===== src/rtl/prng_share_ctrl_pkg.sv =====
// Shared definitions for the PRNG share controller: controller states, word type
// and a small width helper used for requester index vectors.
package prng_share_ctrl_pkg;

    localparam int WORD_W = 32;

    typedef logic [WORD_W-1:0] word_t;

    typedef enum logic [1:0] {
        GEN_RST = 2'd0,
        WARM    = 2'd1,
        SERVE   = 2'd2
    } ctrl_state_e;

    // Bits needed to index n requesters; never zero so vectors stay legal for n=1.
    function automatic int unsigned idx_w(input int unsigned n);
        return (n <= 1) ? 1 : $clog2(n);
    endfunction

endpackage


===== src/rtl/prng_share_ctrl_if.sv =====
// Bundle between the PRNG share controller (slave), its generator stage and the
// consumer blocks (master side drives generator word, reseed and requests).
interface prng_share_ctrl_if
    import prng_share_ctrl_pkg::*;
#(
    parameter int NREQ = 4,
    parameter int CNTW = 16
);

    word_t            gen_word;
    logic             gen_rst;
    logic             reseed;
    logic [NREQ-1:0]  req;
    logic [NREQ-1:0]  ack;
    word_t            rnd_data;
    logic             ready;
    logic [CNTW-1:0]  served_cnt;

    modport master (
        output gen_word, reseed, req,
        input  gen_rst, ack, rnd_data, ready, served_cnt
    );

    modport slave (
        input  gen_word, reseed, req,
        output gen_rst, ack, rnd_data, ready, served_cnt
    );

endinterface


===== src/rtl/prng_share_ctrl_rr_arbiter.sv =====
// Combinational round-robin arbiter: picks the first set request at or after the
// pointer, wrapping around, and returns it both one-hot and as an index.
module rr_arbiter
    import prng_share_ctrl_pkg::*;
#(
    parameter  int N  = 4,
    localparam int IW = idx_w(N)
) (
    input  logic [N-1:0]  req,
    input  logic [IW-1:0] ptr,
    output logic [N-1:0]  grant,
    output logic [IW-1:0] grant_idx,
    output logic          grant_vld
);

    logic [IW-1:0] idx;

    always_comb begin
        // NOTE: every variable written here gets a default first, so no path leaves
        // a value unassigned and no latch is inferred.
        grant     = '0;
        grant_idx = '0;
        grant_vld = 1'b0;
        idx       = '0;
        for (int k = 0; k < N; k++) begin
            idx = IW'((32'(ptr) + 32'(k)) % 32'(N));
            if (!grant_vld && req[idx]) begin
                grant_vld  = 1'b1;
                grant_idx  = idx;
                grant[idx] = 1'b1;
            end
        end
    end

endmodule


===== src/rtl/prng_share_ctrl.sv =====
// Sequences a shared 32-bit PRNG stage (reset, warm-up discard) and hands out one
// generator word per cycle to NREQ requesters in round-robin order.
module prng_share_ctrl
    import prng_share_ctrl_pkg::*;
#(
    parameter int NREQ   = 4,
    parameter int WARMUP = 16,
    parameter int CNTW   = 16
) (
    input  logic             clk,
    input  logic             rst,
    prng_share_ctrl_if.slave bus
);

    localparam int IW  = idx_w(NREQ);
    localparam int WCW = 8;

    ctrl_state_e     state, state_nxt;
    logic [WCW-1:0]  warm_cnt, warm_cnt_nxt;
    logic [IW-1:0]   ptr;
    logic [NREQ-1:0] grant;
    logic [IW-1:0]   grant_idx;
    logic            grant_vld;
    logic            do_grant;
    logic [NREQ-1:0] ack_q;
    word_t           data_q;
    logic [CNTW-1:0] cnt_q;

    rr_arbiter #(.N(NREQ)) u_arb (
        .req       (bus.req),
        .ptr       (ptr),
        .grant     (grant),
        .grant_idx (grant_idx),
        .grant_vld (grant_vld)
    );

    always_comb begin
        state_nxt    = state;
        warm_cnt_nxt = warm_cnt;
        do_grant     = 1'b0;
        unique case (state)
            GEN_RST: begin
                warm_cnt_nxt = '0;
                state_nxt    = (WARMUP == 0) ? SERVE : WARM;
            end
            WARM: begin
                warm_cnt_nxt = warm_cnt + WCW'(1);
                if (warm_cnt == WCW'(WARMUP - 1)) begin
                    state_nxt = SERVE;
                end
            end
            SERVE: begin
                do_grant = grant_vld;
            end
            default: begin
                state_nxt = GEN_RST;
            end
        endcase
        // A reseed restarts the generator and suppresses any grant in the same cycle.
        if (bus.reseed) begin
            state_nxt = GEN_RST;
            do_grant  = 1'b0;
        end
    end

    always_ff @(posedge clk) begin
        // NOTE: sequential state uses non-blocking assignments so every flop samples
        // the pre-edge values and the order of statements does not matter.
        if (rst) begin
            // NOTE: the data-path registers are reset too, because rnd_data is
            // defined to read zero straight after reset.
            state    <= GEN_RST;
            warm_cnt <= '0;
            ptr      <= '0;
            ack_q    <= '0;
            data_q   <= '0;
            cnt_q    <= '0;
        end else begin
            state    <= state_nxt;
            warm_cnt <= warm_cnt_nxt;
            ack_q    <= do_grant ? grant : '0;
            if (do_grant) begin
                data_q <= bus.gen_word;
                ptr    <= (grant_idx == IW'(NREQ - 1)) ? '0 : grant_idx + IW'(1);
                cnt_q  <= cnt_q + CNTW'(1);
            end
        end
    end

    assign bus.gen_rst    = (state == GEN_RST);
    assign bus.ready      = (state == SERVE);
    assign bus.ack        = ack_q;
    assign bus.rnd_data   = data_q;
    assign bus.served_cnt = cnt_q;

    // An ack is always a single requester and only follows a cycle spent serving.
    a_ack_onehot : assert property (@(posedge clk) disable iff (rst) $onehot0(ack_q));
    a_ack_after_serve : assert property (@(posedge clk) disable iff (rst)
        (ack_q != '0) |-> ($past(state) == SERVE));

endmodule


===== src/flat_wrapper.sv =====
// flat-port wrapper written by rule: the top's interface ports become plain ports
module prng_share_ctrl_flat import prng_share_ctrl_pkg::*;
#(
    parameter int NREQ   = 4,
    parameter int WARMUP = 16,
    parameter int CNTW   = 16
)
  (clk, rst, bus_gen_word, bus_reseed, bus_req, bus_gen_rst, bus_ack, bus_rnd_data, bus_ready, bus_served_cnt);
  prng_share_ctrl_if #(.NREQ(NREQ), .CNTW(CNTW)) bus_i ();
  input  logic clk;
  input  logic rst;
  input wire logic [$bits(bus_i.gen_word)-1:0] bus_gen_word;
  input wire logic [$bits(bus_i.reseed)-1:0] bus_reseed;
  input wire logic [$bits(bus_i.req)-1:0] bus_req;
  output wire logic [$bits(bus_i.gen_rst)-1:0] bus_gen_rst;
  output wire logic [$bits(bus_i.ack)-1:0] bus_ack;
  output wire logic [$bits(bus_i.rnd_data)-1:0] bus_rnd_data;
  output wire logic [$bits(bus_i.ready)-1:0] bus_ready;
  output wire logic [$bits(bus_i.served_cnt)-1:0] bus_served_cnt;
  assign bus_i.gen_word = bus_gen_word;
  assign bus_i.reseed = bus_reseed;
  assign bus_i.req = bus_req;
  assign bus_gen_rst = bus_i.gen_rst;
  assign bus_ack = bus_i.ack;
  assign bus_rnd_data = bus_i.rnd_data;
  assign bus_ready = bus_i.ready;
  assign bus_served_cnt = bus_i.served_cnt;
  prng_share_ctrl #(.NREQ(NREQ), .WARMUP(WARMUP), .CNTW(CNTW)) u_core (.clk(clk), .rst(rst), .bus(bus_i));
endmodule

===== config.mk =====
export PLATFORM = sky130hd
export DESIGN_NAME = prng_share_ctrl_flat
export DESIGN_NICKNAME = d
export VERILOG_FILES = /design/src/rtl/prng_share_ctrl_pkg.sv /design/src/rtl/prng_share_ctrl_if.sv /design/src/rtl/prng_share_ctrl_rr_arbiter.sv /design/src/rtl/prng_share_ctrl.sv /design/src/flat_wrapper.sv
export SDC_FILE = /design/constraint.sdc
export NUM_CORES = 1
export LEC_CHECK = 0
export CAP_MARGIN = 0
export CORE_AREA = 2 2 83 85
export CTS_CLUSTER_DIAMETER = 100
export DETAILED_ROUTE_END_ITERATION = 7
export DIE_AREA = 0 0 85 87
export PLACE_DENSITY = 0.91
export SLEW_MARGIN = 10
export SYNTH_ARGS = -nofsm -noshare
export SYNTH_HDL_FRONTEND = slang
export SYNTH_SLANG_ARGS = --single-unit
export TNS_END_PERCENT = 1

===== constraint.sdc =====
create_clock -name clk -period 4 [get_ports clk]
set_input_delay 0.4 -clock clk [delete_from_list [all_inputs] [get_ports clk]]
set_output_delay 0.4 -clock clk [all_outputs]
set_load 0.05 [all_outputs]

## Yosys cells after proc, flatten, opt, wreduce, memory -nomap -nowiden

Index checks and enable logic that the tools add are counted.
W data, S select, Z words.

| storage, ports and cells | value |
|---|---|
| flip-flop bits (word level) | 64 |
| input port bits | 39 |
| output and inout bits | 54 |

| operators by class | value |
|---|---|
| add/sub/neg operators | 6 |
| order comparisons | 8 |
| equality and inequality tests | 5 |
| multiplexer cells | 34 |
| bitwise logic cells | 5 |
| reductions and logical operators | 15 |

Operators by type and width:

| operator | count |
|---|---|
| $add A16 B1 Y16 const B | 1 |
| $mux W4 | 4 |
| $pmux W8 S2 | 1 |
| $mux W1 | 14 |
| $lt A2 B3 Y1 const B | 4 |
| $mux W2 | 6 |
| $or A4 B4 Y4 | 3 |
| $add A8 B1 Y8 const B | 1 |
| $bmux W1 S2 | 4 |
| $demux W1 S2 | 4 |
| $eq A8 B4 Y1 const B | 1 |
| $ge A2 B1 Y1 const B | 4 |
| $logic_and A1 B1 Y1 | 7 |
| $pmux W2 S3 | 1 |
| $add A2 B1 Y2 const B | 2 |
| $add A2 B2 Y2 const B | 2 |
| $eq A2 B2 Y1 const B | 2 |
| $reduce_or A2 Y1 | 2 |
| $logic_not A1 Y1 | 3 |
| $eq A2 B1 Y1 const B | 1 |
| $logic_not A2 Y1 | 1 |
| $ne A2 B1 Y1 const B | 1 |
| $not A1 Y1 | 2 |
| $reduce_and A2 Y1 | 1 |
| $reduce_bool A2 Y1 | 1 |

## Logic depth before layout (Yosys ltp)

Gate-level depths: netlist (run 1).

| logic depth | value |
|---|---|
| depth after elaboration | 16 |
| gate-level depth with buffers | 12 |
| gate-level depth less buffers | 10 |

## Hierarchy

A second synthesis (run 1) with hierarchy kept.

| second synthesis, totals | value |
|---|---|
| cell total of the unflattened synthesis | 337 |
| area, all modules | 2906.5 sq um |

By module, submodules not included:

| module | times used | cells an instance | area each (sq um) |
|---|---|---|---|
| prng_share_ctrl | 1 | 292 | 2487.4 |
| rr_arbiter | 1 | 45 | 419.2 |

## Worst setup path after synthesis (run 1)

OpenSTA, ideal clock, no wires.

| timing | value |
|---|---|
| path kind | register to register |
| start point | register u_core.ptr[0] |
| end point | register u_core.ptr[1] |
| arrival time | 2.631 ns |
| required time | 3.868 ns |
| setup slack | 1.237 ns |
| stages on the path, launching flop included | 12 |
| buffers on the path | 2 |
| period minus slack after synthesis | 2.763 ns |
| cells stage by stage | dfxtp_1 buf_2 inv_1 ha_1 buf_2 mux4_2 nor3_4 nor2_1 a32oi_2 ha_1 nand2_1 a21oi_1 |

| on the way | value |
|---|---|
| longest elaborated chain between the ends | 14 |
| elaborated cells between the ends (all ways) | 30 |
| those cells by class | add/sub: 4; eq/ne: 1; mux: 19; reduce/logical: 6 |

Ends and longest elaborated chain:

| element | RTL line | source |
|---|---|---|
| start: declaration | prng_share_ctrl.sv:20 | `logic [IW-1:0] ptr;` |
| start signal: assignment | prng_share_ctrl.sv:84 | `ptr <= (grant_idx == IW'(NREQ - 1)) ? '0 : grant_idx + IW'(1);` |
| branches (longest 14 deep; another with $add A2 B1 Y2) | n/a |  |

Several ways; the timed one is not identified. The select of a mux whose other input is x is not followed.
A chain may end at the register's enable or synchronous reset.

## Worst setup path after layout (run 1)

Ends and elaborated chain as after synthesis.

==> results of run 1 <==
[per-stage QoR]
| stage | utilization | cell area [um2] | total power, uW | hold slack [ns] | std cells |
|---|---|---|---|---|---|
| after detailed placement | 0.5945 | 3905 | 733.7 | 0.4491 | 509 |
| after global placement | 0.5945 | 3905 | 731.2 | 0.4415 | 509 |
| after CTS | 0.6259 | 4111 | 1297 | 0.4594 | 525 |
| final | 0.6259 | 4111 | 1282 | 0.4555 | 525 |
| after floorplan | - | 2983 | 691.4 | 0.4793 | 356 |
| after global routing | 0.6259 | 4111 | 1336 | 0.4757 | 525 |
[cells in the final DEF, fill, tap and decap left out, types with 2 or more instances in the layout]
| cell type | Yosys | layout |
|---|---|---|
| nor3_1 | 6 | 6 |
| xnor2_1 | 13 | 13 |
| nand2_1 | 90 | 90 |
| nand4_1 | 4 | 4 |
| mux2i_1 | 5 | 5 |
| o21ai_0 | 4 | 4 |
| buf_4 | 5 | 3 |
| nor4b_1 | 2 | 2 |
| nor2b_1 | 2 | 2 |
| a211o_1 | 2 | 2 |
| nor4_1 | 7 | 7 |
| mux4_2 | 4 | 4 |
| clkbuf_8 | 0 | 11 |
| clkinv_2 | 0 | 2 |
| nand3_1 | 8 | 8 |
| ha_1 | 8 | 8 |
| clkdlybuf4s50_1 | 0 | 91 |
| o22ai_1 | 2 | 2 |
| clkinvlp_4 | 0 | 2 |
| and4_1 | 2 | 2 |
| nor2_1 | 32 | 32 |
| xor2_1 | 7 | 7 |
| inv_1 | 7 | 7 |
| a21oi_1 | 43 | 43 |
| a2bb2oi_1 | 2 | 2 |
| dfxtp_1 | 64 | 64 |
[how the worst min path moves through the flow]
stage | from | end | slack, ns | cells after the start
4_1_cts | u_core.bus.rnd_data[29] | u_core.bus.rnd_data[29] | 0.46 | 2
2_1_floorplan | bus_reseed | u_core.state[1] | 0.48 | 1
3_5_place_dp | u_core.bus.rnd_data[11] | u_core.bus.rnd_data[11] | 0.45 | 2
5_1_grt | u_core.bus.rnd_data[14] | u_core.bus.rnd_data[14] | 0.48 | 2
3_3_place_gp | u_core.bus.rnd_data[6] | u_core.bus.rnd_data[6] | 0.44 | 2
6_report | u_core.bus.rnd_data[20] | u_core.bus.rnd_data[20] | 0.46 | 2
[state kept, by name, indices dropped and copies added (netlist names)]
register / count
u_core.ptr: 2
u_core.bus.rnd_data: 32
u_core.bus.ack: 4
u_core.bus.served_cnt: 16
u_core.warm_cnt: 8
u_core.state: 2
[tightest hold or removal path: stages, from the launching register on]
cell and delay (ns):
dfxtp_1 0.31, nand2_1 0.05, a21oi_1 0.05
[cells by family after synthesis]
| family | synth area share |
|---|---|
| adders and majority gates | 0.03356 |
| buffers and inverters | 0.05034 |
| xor gates and xnor gates | 0.05873 |
| and+or+nand+nor | 0.2492 |
| muxes | 0.05076 |
| AOI/OAI and AO/OA | 0.1279 |
| DFF | 0.4295 |
[metal layers]
layer | wire length (um) | share of wire | vias to the layer above | GRT usage
met3 | 333 | 0.047 | 7 | 0.04739
met4 | 104 | 0.015 | 0 | 0.07792
met1 | 2985 | 0.42 | 1259 | 0.2181
li1 | - | - | 1380 | -
met5 | 0 | 0 | - | 0
met2 | 3683 | 0.52 | 58 | 0.3622
[area by class of cell]
cell class              instances  share of cell area
repair buffers                 95              0.2282
flip-flops and latches         64              0.3116
multi-input cells             263              0.3792
well taps                      80             0.02435
clock buffers                  11             0.03682
clock inverters                 5             0.01339
inverters                       7            0.006391
[where the power goes]
part	switching (uW)	total, uW	leakage (uW)	internal [uW]
clock network	243	563	0.000101	320
logic	34.9	79.6	0.000772	44.6
registers	1.50	639	0.000516	638
total	280	1280	0.00139	1000
==> impl_metrics.tcl, run 1 <==
set metrics [dict create \
    status "completed" \
    hp-class "reg -> reg" \
    ys_top_cells_by_area "dfxtp_1, nand2_1, a21oi_1, nor2_1, xnor2_1" \
    required_ns 4.16 \
    nFillCells 537 \
    hold_viol_final 0 \
    startpoint_type "flip-flop" \
    cpLargestDelayFamily "adder cells" \
    cpMostUsedCell "ha_1" \
    powerDensity_nw_per_um2 311.8 \
    fmax_mhz 312.2 \
    initial_utilization 0.4541 \
    pre_cts_ws_ns 0.7881 \
    synth_cells 356 \
    clock_latency_ns 0.33 \
    cts_sinks 64 \
    ios 93 \
    firstDrtPassIters 4 \
    cp.depth 9 \
    reg2regPathDepth 9 \
    yosys_warnings 0 \
    drive_gt1_frac 0.07191 \
    yosys.area.top_type_share 0.4295 \
    grt_pass1_wl_um 11890 \
    dieArea_um2 7395 \
    post-dp-hpwl_um 4981 \
    synthArstFlopShare 0 \
    power_leakage_uw 0.001389 \
    setup_viol 0 \
    diodes 0 \
    place.gp.congestion 0.8384 \
    max_stage_delay_ns 0.68 \
    skew_ns 0.006567 \
    overflow 0 \
    synth_edf_count 0 \
    ctsHoldBuffers 0 \
    reg2reg_from "u_core.ptr[0]" \
    cp_num_buf_inv 1 \
    crit_type "reg -> reg" \
    synth_seq_cells 64 \
    grt_pass1_vias 2684 \
    cts_resized 0 \
    syn_nets 403 \
    worst_setup_path_end_kind "flip-flop" \
    root_buffer "clkbuf_8" \
    synth_top_cell_by_area "dfxtp_1" \
    cp_data_arrival_time_ns 3.37 \
    fin_ws_ns 0.7967 \
    syn_area_um2 2983 \
    vias 2704 \
    critical_path.cell_chain "inv_1, ha_1, mux4_2, nor3_4, nor2_1, a32oi_2, ha_1, nand2_1, a21oi_1" \
    cts_tree "done" \
    fp.dieH_um 87 \
    worst_pin_slew_ns 1.028 \
    synthFlopType "dfxtp_1" \
    cp-endpoint "u_core.ptr[1]" \
    path_clk_slew_ns 0.07 \
    grt_max_degree 59 \
    dieWidth_um 85 \
    syn_area_per_cell_um2 8.379 \
    rows 30 \
    cp_max_fo 14 \
    yosysMostFrequentCell "nand2_1" \
    fp.coreArea_um2 6569 \
    period_minus_slack_ns 3.203 \
    finalNetCount 487 \
    routed_wirelength_um 7107 \
    synth_common_cells "nand2_1, dfxtp_1, a21oi_1" \
    seq_area_um2 1281 \
    rsz0062_at_grt "no" \
    synth_seq_area_share 0.4295 \
    wl_per_cell_um 13.54 \
    maxCapViolCount 0 \
    ys_types 45 \
    timing.critical_path.from "u_core.ptr[0]" \
    area_growth_pct 37.84 \
    numCtsBuffers 9 \
    drc_errors 0 \
    drtIter0Drc 127 \
    port_buffers 92 \
    r2r-end "u_core.ptr[1]" \
    fin_crit_sh 0.8008 \
    multi_input_area_um2 1559 \
    finalSetupTns_ns 0 \
    antenna_found_initial 0 \
    slew_headroom 0.3149 \
    cts_buffer_depth 2 \
    routed_via_density 5.150 \
    grt_usage 0.1970 \
    slew_violations 0 \
    slowest_stage "mux4_2" \
    postCtsSetupBuffers 0 \
    ir_worst_vdd_uv 198.4 \
    htreeDepth 3 \
    ant_nets 0 \
    ff2ff_setup_slack_ns 0.80 \
]
Note: power is estimated with default switching activity, not from simulation.
==> run 2: changes to the inputs <==
- clock period: 4 -> 3.3 ns (I/O delays scaled with it)
==> run 2 against run 1 <==
Effect of this change: cell count increased by 0.19%; non-clock buffer count is 2 higher; hold slack worse by 0.038 ns; worst setup slack got worse by 0.47 ns; clock-buffer cell count increased by 1; sequential power grew 21%; combinational power increased by 24%; power grew 14%.
==> impl_metrics.tcl, run 2 (synthesis gave the netlist of run 1 again) <==
set metrics [dict create \
    status "completed" \
    slew_headroom 0.4509 \
    power_leakage_uw 0.001386 \
    cts_sinks 64 \
    routed_wirelength_um 7150 \
    fmax_mhz 336.3 \
    crit_type "reg -> reg" \
    wl_per_cell_um 13.59 \
    place_area_um2 3920 \
    clock_latency_ns 0.33 \
    skew_ns 0.007884 \
    postCtsSetupBuffers 0 \
    initial_utilization 0.4541 \
    holdPathEnd "u_core.warm_cnt[4]" \
    ir_worst_vdd_uv 243.1 \
    largest_register_ffs 32 \
    rsz0062_at_grt "no" \
    grt_usage 0.2016 \
    slew_violations 0 \
    fp.coreArea_um2 6569 \
    setup_viol 0 \
    ios 93 \
    drtIter0Drc 122 \
    cts_buffer_depth 2 \
    ff2ff_setup_slack_ns 0.33 \
    drive_gt1_frac 0.07175 \
    maxCapViolCount 0 \
    dieWidth_um 85 \
    place.gp.congestion 0.8856 \
    required_ns 3.50 \
    grt_max_degree 35 \
    routed_via_density 5.154 \
    final_area_um2 4093 \
    path_clk_slew_ns 0.07 \
    overflow 0 \
    diodes 0 \
    timing.critical_path.from "u_core.ptr[1]" \
    numCtsBuffers 9 \
    hold_viol_final 0 \
    most-common-layout-cells "clkdlybuf4s50_1, nand2_1, dfxtp_1, a21oi_1, nor2_1" \
    grt_pass1_wl_um 12090 \
    area_growth_pct 37.21 \
    vias 2711 \
    rows 30 \
    cp_data_arrival_time_ns 3.17 \
    grt_pass1_vias 2649 \
    reg2reg_from "u_core.ptr[1]" \
    worst_pin_slew_ns 0.8208 \
    htreeDepth 3 \
    fp.dieH_um 87 \
    finalSetupTns_ns 0 \
    hold_path_depth 2 \
    finalNetCount 489 \
    r2r-end "u_core.ptr[1]" \
    dieArea_um2 7395 \
    cp_max_fo 10 \
    root_buffer "clkbuf_8" \
    hp-start "rst" \
    cts_tree "done" \
    cts_resized 0 \
    drc_errors 0 \
    final_util 0.6230 \
    port_buffers 92 \
    hp-class "in -> reg" \
    startpoint_type "flip-flop" \
    period_minus_slack_ns 2.974 \
    final_common_cell "clkdlybuf4s50_1" \
    ant_nets 0 \
    powerDensity_nw_per_um2 356.7 \
    fin_crit_sh 0.9012 \
    ctsHoldBuffers 0 \
    reg2regPathDepth 9 \
    finalPower_uw 1460 \
    firstDrtPassIters 5 \
    worst_setup_path_end_kind "flip-flop" \
    post-dp-hpwl_um 5071 \
    antenna_found_initial 0 \
]
-- run 2: cell count changes in the layout (fill, tap and decap cells not counted), sizes merged --
cell	previous run	this run
buf	4	6
bufinv	1	0
clkinvlp	2	1
clkbuf	11	12
-- run 2: worst max-delay path, cell delays in order (launching register included) --
cell,delay [ns]
dfxtp_1,0.53
inv_1,0.17
ha_1,0.55
mux4_2,0.68
nor3_4,0.27
nor2_1,0.10
a32oi_2,0.17
ha_1,0.25
nand2_1,0.06
a21oi_1,0.06
-- run 2: power by group --
part | internal, uW | switching (uW)
Sequential | 774 | 1.90
Combinational | 54.8 | 43.6
Clock | 307 | 279
Total | 1140 | 325
-- run 2: layout make-up --
cell class              count  area (um2)
clock buffers              12       155.1
repair buffers             97       953.4
fillers                   553        2476
clock inverters             3       17.52
inverters                   7       26.28
multi-input cells         263        1559
well taps                  80       100.1
flip-flops and latches     64        1281
-- run 2: how the worst max path moves through the flow --
stage | end
detailed placement | u_core.ptr[1]
global route | u_core.ptr[1]
global placement | u_core.ptr[1]
CTS | u_core.ptr[1]
floorplan | u_core.ptr[1]
finish | u_core.ptr[1]
-- run 2: per-stage QoR --
step	setup slack, ns	hold WS (ns)	instances
2_1_floorplan	0.5371	0.4093	356
3_3_place_gp	0.5654	0.4411	511
3_5_place_dp	0.3587	0.4481	511
4_1_cts	0.3527	0.4018	526
5_1_grt	0.1520	0.4540	526
6_report	0.3261	0.4180	526
-- run 2: routing by layer --
metal	global-route usage	routed length (um)
met1	0.2258	2942
met2	0.3672	3769
met3	0.04739	326
met4	0.08225	111
met5	0	0
